**src/rtl/ram_bus_arbiter.sv**
```systemverilog
// Shared RAM bus arbiter: the MEM-stage data port and the instruction-fetch
// port take turns on one single-port memory bus. Each access is a registered
// request held until a one-cycle ack or a bounded-wait timeout. Returned read
// data stays registered until the pipeline advances.
module ram_bus_arbiter #(
  parameter int unsigned TIMEOUT = 16
) (
  input  logic        clk,
  input  logic        rst,
  input  logic        inst_en,
  input  logic [31:0] inst_addr,
  output logic [31:0] inst_rdata,
  input  logic        ram_en,
  input  logic [3:0]  ram_write_en,
  input  logic [31:0] ram_addr,
  input  logic [31:0] ram_write_data,
  output logic [31:0] ram_rdata,
  output logic        bus_req,
  output logic [3:0]  bus_we,
  output logic [31:0] bus_addr,
  output logic [31:0] bus_wdata,
  input  logic        bus_ack,
  input  logic [31:0] bus_rdata,
  output logic        stall_req,
  output logic        bus_err
);

  typedef enum logic [1:0] {
    IDLE,
    DATA,
    INST
  } state_e;

  // Last wait count before an unanswered request is abandoned.
  localparam logic [7:0] WAIT_LAST = 8'(TIMEOUT - 1);

  state_e      state_q, state_d;
  logic        data_done_q, data_done_d;
  logic        inst_done_q, inst_done_d;
  logic [7:0]  wait_cnt_q, wait_cnt_d;
  logic        bus_req_q, bus_req_d;
  logic [3:0]  bus_we_q, bus_we_d;
  logic [31:0] bus_addr_q, bus_addr_d;
  logic [31:0] bus_wdata_q, bus_wdata_d;
  logic [31:0] inst_rdata_q, inst_rdata_d;
  logic [31:0] ram_rdata_q, ram_rdata_d;
  logic        bus_err_q, bus_err_d;

  logic        data_pend;
  logic        inst_pend;
  logic        timed_out;
  logic        finish;
  logic        issue_data;
  logic        issue_inst;

  // A port is pending while enabled and its access has not completed.
  assign data_pend = ram_en & ~data_done_q;
  assign inst_pend = inst_en & ~inst_done_q;
  assign stall_req = data_pend | inst_pend;

  assign timed_out = (wait_cnt_q == WAIT_LAST) & ~bus_ack;
  assign finish    = bus_ack | timed_out;

  // Next-state and registered-output logic for the access sequencer.
  always_comb begin
    state_d      = state_q;
    data_done_d  = data_done_q;
    inst_done_d  = inst_done_q;
    wait_cnt_d   = wait_cnt_q;
    bus_req_d    = bus_req_q;
    bus_we_d     = bus_we_q;
    bus_addr_d   = bus_addr_q;
    bus_wdata_d  = bus_wdata_q;
    inst_rdata_d = inst_rdata_q;
    ram_rdata_d  = ram_rdata_q;
    bus_err_d    = 1'b0;
    issue_data   = 1'b0;
    issue_inst   = 1'b0;

    case (state_q)
      IDLE: begin
        // Data wins: it belongs to the older instruction in the pipeline.
        if (data_pend) begin
          issue_data = 1'b1;
        end else if (inst_pend) begin
          issue_inst = 1'b1;
        end
      end

      DATA: begin
        if (finish) begin
          data_done_d = 1'b1;
          wait_cnt_d  = '0;
          bus_err_d   = timed_out;
          if (timed_out) begin
            ram_rdata_d = '0;
          end else if (bus_we_q == 4'h0) begin
            ram_rdata_d = bus_rdata;
          end
          // Chain straight into a pending fetch without an idle cycle.
          if (inst_pend) begin
            issue_inst = 1'b1;
          end else begin
            state_d   = IDLE;
            bus_req_d = 1'b0;
          end
        end else begin
          wait_cnt_d = wait_cnt_q + 8'd1;
        end
      end

      INST: begin
        if (finish) begin
          inst_done_d  = 1'b1;
          wait_cnt_d   = '0;
          bus_err_d    = timed_out;
          inst_rdata_d = timed_out ? '0 : bus_rdata;
          state_d      = IDLE;
          bus_req_d    = 1'b0;
        end else begin
          wait_cnt_d = wait_cnt_q + 8'd1;
        end
      end

      default: begin
        state_d   = IDLE;
        bus_req_d = 1'b0;
      end
    endcase

    if (issue_data) begin
      state_d     = DATA;
      bus_req_d   = 1'b1;
      bus_we_d    = ram_write_en;
      bus_addr_d  = ram_addr;
      bus_wdata_d = ram_write_data;
      wait_cnt_d  = '0;
    end else if (issue_inst) begin
      state_d     = INST;
      bus_req_d   = 1'b1;
      bus_we_d    = '0;
      bus_addr_d  = inst_addr;
      bus_wdata_d = '0;
      wait_cnt_d  = '0;
    end

    // Pipeline advanced: the next instruction starts with fresh flags.
    if (!stall_req) begin
      data_done_d = 1'b0;
      inst_done_d = 1'b0;
    end
  end

  // State and output registers; reset abandons any access in flight.
  always_ff @(posedge clk or negedge rst) begin
    if (!rst) begin
      state_q      <= IDLE;
      data_done_q  <= 1'b0;
      inst_done_q  <= 1'b0;
      wait_cnt_q   <= '0;
      bus_req_q    <= 1'b0;
      bus_we_q     <= '0;
      bus_addr_q   <= '0;
      bus_wdata_q  <= '0;
      inst_rdata_q <= '0;
      ram_rdata_q  <= '0;
      bus_err_q    <= 1'b0;
    end else begin
      state_q      <= state_d;
      data_done_q  <= data_done_d;
      inst_done_q  <= inst_done_d;
      wait_cnt_q   <= wait_cnt_d;
      bus_req_q    <= bus_req_d;
      bus_we_q     <= bus_we_d;
      bus_addr_q   <= bus_addr_d;
      bus_wdata_q  <= bus_wdata_d;
      inst_rdata_q <= inst_rdata_d;
      ram_rdata_q  <= ram_rdata_d;
      bus_err_q    <= bus_err_d;
    end
  end

  assign bus_req    = bus_req_q;
  assign bus_we     = bus_we_q;
  assign bus_addr   = bus_addr_q;
  assign bus_wdata  = bus_wdata_q;
  assign inst_rdata = inst_rdata_q;
  assign ram_rdata  = ram_rdata_q;
  assign bus_err    = bus_err_q;

endmodule
```
**config.mk**
```make
export PLATFORM = sky130hd
export DESIGN_NAME = ram_bus_arbiter
export DESIGN_NICKNAME = d
export VERILOG_FILES = /design/src/rtl/ram_bus_arbiter.sv
export SDC_FILE = /design/constraint.sdc
export NUM_CORES = 1
export LEC_CHECK = 0
export ABC_AREA = 1
export CORE_MARGIN = 2
export CORE_UTILIZATION = 46
export CTS_CLUSTER_DIAMETER = 60
export DETAILED_ROUTE_END_ITERATION = 6
export PLACE_DENSITY = 0.86
export SYNTH_ARGS = -nofsm -noshare
export SYNTH_HDL_FRONTEND = slang
export SYNTH_SLANG_ARGS = --single-unit
```
**constraint.sdc**
```tcl
create_clock -name clk -period 3 [get_ports clk]
set_clock_uncertainty 0.1 [all_clocks]
set_input_delay 0.3 -clock clk [delete_from_list [all_inputs] [get_ports clk]]
set_output_delay 0.3 -clock clk [all_outputs]
set_load 0.05 [all_outputs]
```
Word-level counts from Yosys, hierarchy flattened
Cells that the tools add are included.

storage, ports and cells
  output and inout port bits = 135
  logic and storage cells = 79
  flip-flop bits (word level) = 146
  input bits = 137

operators by class
  reduce and logical (&&, ||, !) cells = 11
  bitwise gates (word level) = 8
  mux-type cells = 38
  add/sub/neg operators = 1
  eq/ne operators = 10

operators with widths
  kind                                            number
  two-way mux 32 bit                              7
  two-way mux 8 bit                               4
  two-way mux 1 bit                               17
  != test 4 bit (second input constant)           3
  two-way mux 2 bit                               5
  adder 8 x 1 -> 8 bit (second input constant)    1
  == test 8 x 4 -> 1 bit (second input constant)  1
  two-way mux 4 bit                               2
  != test 2 x 1 -> 1 bit (second input constant)  3
  one-hot mux 2 bit (3 select lines)              1
  AND reduction 2 bit                             3
  zero test 4 bit                                 1
  AND reduction 4 bit                             1
  nonzero test 2 bit                              2
  AND 1 bit                                       3
  != test 3 bit (second input constant)           1
  NOT 1 bit                                       3
  one-hot mux 1 bit (3 select lines)              1
  AND reduction 3 bit                             1
  nonzero test 3 bit                              1
  == test 2 x 1 -> 1 bit (second input constant)  1
  == test 2 bit (second input constant)           1
  zero test 2 bit                                 1
  bitwise OR 1 bit                                2
  other kinds (2)                                 2

Longest topological paths before layout
  depth after elaboration = 7
  mapped depth = 10
  gate-level depth less buffers = 10

Worst setup path after synthesis
Ideal clock, no wire load.

  kind = reg-to-reg
  start = register state_q[0]
  end = register bus_addr_q[10], in the netlist bus_addr[10]
  period minus slack after synthesis = 1.834 ns
  data arrival time = 1.668 ns
  required time = 2.834 ns
  library setup time = 0.066 ns
  slack = 1.166 ns
  buffers on the path = 1
  stages on the path, launching flop included = 9
  cell sequence = dfrtp_1 > inv_1 > ha_1 > nand3_1 > clkinv_1 > nor2_2 > clkbuf_1 > nand2_1 > nand2_1

on the way
  longest elaborated chain between the ends = 3
  elaborated cells between the ends (all ways) = 6
  those cells by class = 1 x eq/ne; 3 x mux; 2 x reduce/logical

RTL lines
  what                                                                            RTL line  text
  start, declared                                                                 37        state_e state_q, state_d;
  start signal, assigned                                                          169       state_q <= state_d;
  == test 2 x 1 -> 1 bit / zero test 2 bit (equally long branches)                80        case (state_q)
  one-hot mux 1 bit (2 select lines) / two-way mux 1 bit (equally long branches)  80
  nonzero test 2 bit (no line) / two-way mux 32 bit (equally long branches)       -
  end signal, assigned                                                            175       bus_addr_q <= bus_addr_d;
  end, declared                                                                   43        logic [31:0] bus_addr_q, bus_addr_d;

Several ways; a longest one is shown, not always the timed one.
A chain may end at the register's enable or synchronous reset.

Final worst setup path
  start = register data_done_q
  end = output port stall_req

on the way
  longest elaborated chain between the ends = 3

RTL lines
  what                    RTL line  text
  start, declared         38        logic data_done_q, data_done_d;
  start signal, assigned  170       data_done_q <= data_done_d;
  NOT 1 bit               57        assign data_pend = ram_en & ~data_done_q;
  AND 1 bit               57
  bitwise OR 1 bit        59        assign stall_req = data_pend | inst_pend;
  end, declared           24        output logic stall_req,

No other way between the ends.

==> summary.md <==
| Metric | Value |
|---|---|
| Status | complete, no violations |
| Yosys reg bits | between 100 and 150 |
| DRC viols | 0 |
| Root Buffer Master | clkbuf_16 |
| Die area | about 15000 um2 |
| Die X | ~120 um |
| Initial DRC count | 323 |
| Period minus WS final | ~2.3 ns |
| DP Wirelength | 12500 um |
| Worst min-delay path class | primary input to register |
| Port Buffer Count | ~270 |
| Power Internal | between 6000 and 7000 uW |
| Worst VDD drop | roughly 600 uV |
| RSZ-0062 raised after global routing | false |
| Postcts setup bufs | 0 |
| Period utilisation layout | between 70 and 80% |
| Nets | 1156 |
| Critical Path Sink Type | primary output |
| WL final | around 17000 um |
| GR Layer Usage met3 | slightly below 8% |
| CTS tree | done |
| First-pass GRT wire length | roughly 28000 um |
| Setup violators final | 0 |
| Synth warnings | 0 |
| Initial Util | between 40% and 50% |
| Row cnt | 42 |
| Synthesized area | roughly 6300 um2 |
| CP startpoint kind | register |
| Logic pwr share | 57.1% |
| Slew @ Worst Pin | ~0.73 ns |
| Core area | roughly 13000 um2 |
| CP max-delay cell | clkdlybuf4s50_1 |
| Total negative setup slack | 0 ns |
| Worst setup path class | register to primary output |
| Sequential fraction of the synthesis area | ~58% |
| Post-synth top cells | 433 x nand2_1, 146 x dfrtp_1, 33 x o21ai_0 |
| Share of layout cells above drive strength 1 | between 4 and 5% |
| Cts bufs inserted | 17 |
| Area added between synthesis and finish | 54.3% |
| Antenna viol nets, final | 0 |
| Worst skew pair latency | between 0.4 and 0.5 ns |
| Max Fclk | ~430 MHz |
| Clock Power Share | ~16% |
| Crit-path max FO | 3 |
| Ys async rst share | between 90% and 100% |
| Yosys top cell by area | dfrtp_1 |
| Switching portion of total power | 49.7% |
| Clock Tree Buf Depth | 2 |
| LEAKAGE | 0.00478 uW |
| CP peak stage delay | 0.83 ns |
| Power density cells | between 1000 and 1500 nW/um2 |
| Post-Syn Instances | 752 |
| H-Tree Depth | 4 |
| Grt ovf | 0 |
| Final Slew Violations | 0 |
| Largest net degree at the start of global routing | between 60 and 70 |
| Final hold vios | 0 |
| Top_reg_cell synth | dfrtp_1 |
| GR Util met2 | about 41% |
| Post-Synthesis Net Count | 894 |
| RePlAce Congestion | ~0.85 |
| Vias in the first global route | 5746 |
| Number of max-cap violations | 0 |
| Top cells by area, synth | dfrtp_1 58%, nand2_1 26%, o21ai_0 2.6% |
| Diodes inserted | 0 |
| WP data arrival | 1.91 ns |
| Worst path cell trace | inv_1 -> nand2_1 -> nand2_1 -> clkdlybuf4s50_1 |
| Worst Path Required | approximately 2.6 ns |
| Io pins | around 270 |
| Top cell type's share of synthesized area | approximately three fifths |
| Layer with the highest usage | met2 |
| Rel. slew slack | between 50 and 60% |
| Placement Cell Area | between 9000 and 10000 um2 |
| Synth unique cells | 24 |
| Most used cell, CP | nand2_1 |
| Global Route met1 Usage | 30.8% |
| DR vias | 5849 |
| Synth Area per Inst | between 8 and 9 um2 |
| Most common cell in the netlist | nand2_1 |
| Reg clk slew, reported paths | ~0.060 ns |
| Flop2flop setup slack | 0.74 ns |
| DRT Pass-1 Iters | 4 |
| Sequential Power Share | roughly a quarter |
| Wire per inst | roughly 15 um |
| GRT Overall Usage | roughly 25% |
| NetSw | around 6400 uW |
| DR vias/cell | 4.86 |
| Final instance area | about 9700 um2 |
| Die Ht | 121 um |
| Initial antenna violation count | 0 |
| EDFF count, synth | 0 |
| CTS Sinks | 146 |
layer usage:
metal  vias up  share of wire, %
met2       255                48
li1       2859                 -
met5         -                 0
met4         0               2.3
met1      2705                41
met3        30               8.7
final timing paths:
path,cells past startpoint,startpoint,endpoint
min in group asynchronous,2,rst,inst_rdata[26]
hold reg to reg,2,bus_wdata[7],bus_wdata[7]
setup reg to reg,8,wait_cnt_q[0],ram_rdata[15]
max in group asynchronous,3,rst,ram_rdata[7]
setup / recovery,4,data_done_q,stall_req
hold / removal,3,ram_write_data[1],bus_wdata[1]
sequential cells by signal, summed over array words and instances, names as in the netlist, 2 cells and up:
register / count
bus_addr: 32
bus_wdata: 32
inst_rdata: 32
ram_rdata: 32
wait_cnt_q: 8
bus_we: 4
state_q: 2
power by group through the flow:
| stage | Combinational, uW | Sequential (uW) | Clock, uW |
|---|---|---|---|
| after floorplan | 1870 | 6450 | 0 |
| after global placement | 7270 | 3390 | 0 |
| after detailed placement | 7390 | 3430 | 0 |
| after CTS | 7410 | 3420 | 2150 |
| after global routing | 7840 | 3520 | 2240 |
| final | 7340 | 3420 | 2100 |
cells in the final DEF, fill, tap and decap left out, types with 3 or more instances in the layout:
cell             synthesis  final
inv_1                   13     13
nand2_2                  2      3
clkbuf_16                0     17
nand3_1                 13     12
nand4_1                  8      8
nand2_1                433    432
buf_4                    0      9
o21ai_0                 33     33
o21ai_1                 32     32
clkbuf_1                16      4
dfrtp_1                146    146
ha_1                     5      5
nor2_1                  13     13
clkbuf_8                 0      4
clkdlybuf4s50_1          0    270
xor2_1                   3      3
cells by family (layout without fill, tap and decap cells):
kind of cell,count (synthesis),count (layout),synth area share [%]
AND/OR/NAND/NOR,473,473,29.3
flip-flops,146,146,58.3
AO/OA/AOI/OAI,70,70,6.05
buffers and inverters,53,328,4.63
adder cells (fa/ha/maj),5,5,0.999
XOR/XNOR,5,5,0.699
timing repair:
item | 4_1_cts | 5_1_grt
setup endpoints to repair | 0 | 0
hold buffers | 1 | 0
endpoints found under the hold margin | 55 | 0
gates resized for setup | 0 | 0
cell type report:
class | instances | area (um2)
clock inverters | 7 | 97.6
multi-input cells | 553 | 2330
flip-flops and latches | 146 | 3650
clock buffers | 25 | 495
repair buffers | 282 | 2810
inverters | 14 | 52.6
fillers | 1009 | 3630
well taps | 176 | 220
per-stage QoR:
step | total power, uW | setup slack, ns | util, % | hold slack, ns | cells
after floorplan | 8320 | 1.17 | - | -0.0956 | 752
after global placement | 10700 | 0.756 | 68.2 | 0.197 | 1170
after detailed placement | 10800 | 0.726 | 68.2 | 0.197 | 1170
after CTS | 13000 | 0.666 | 72.7 | 0.299 | 1203
after global routing | 13600 | 0.504 | 72.7 | 0.312 | 1203
final | 12900 | 0.692 | 72.7 | 0.319 | 1203
worst max-delay path: cells and delay by family (launching register included):
family	cells	cell delay (ns)
buf+inv	2	0.92
flops	1	0.35
simple gates	2	0.21
Note: power is estimated with default switching activity, not from simulation.
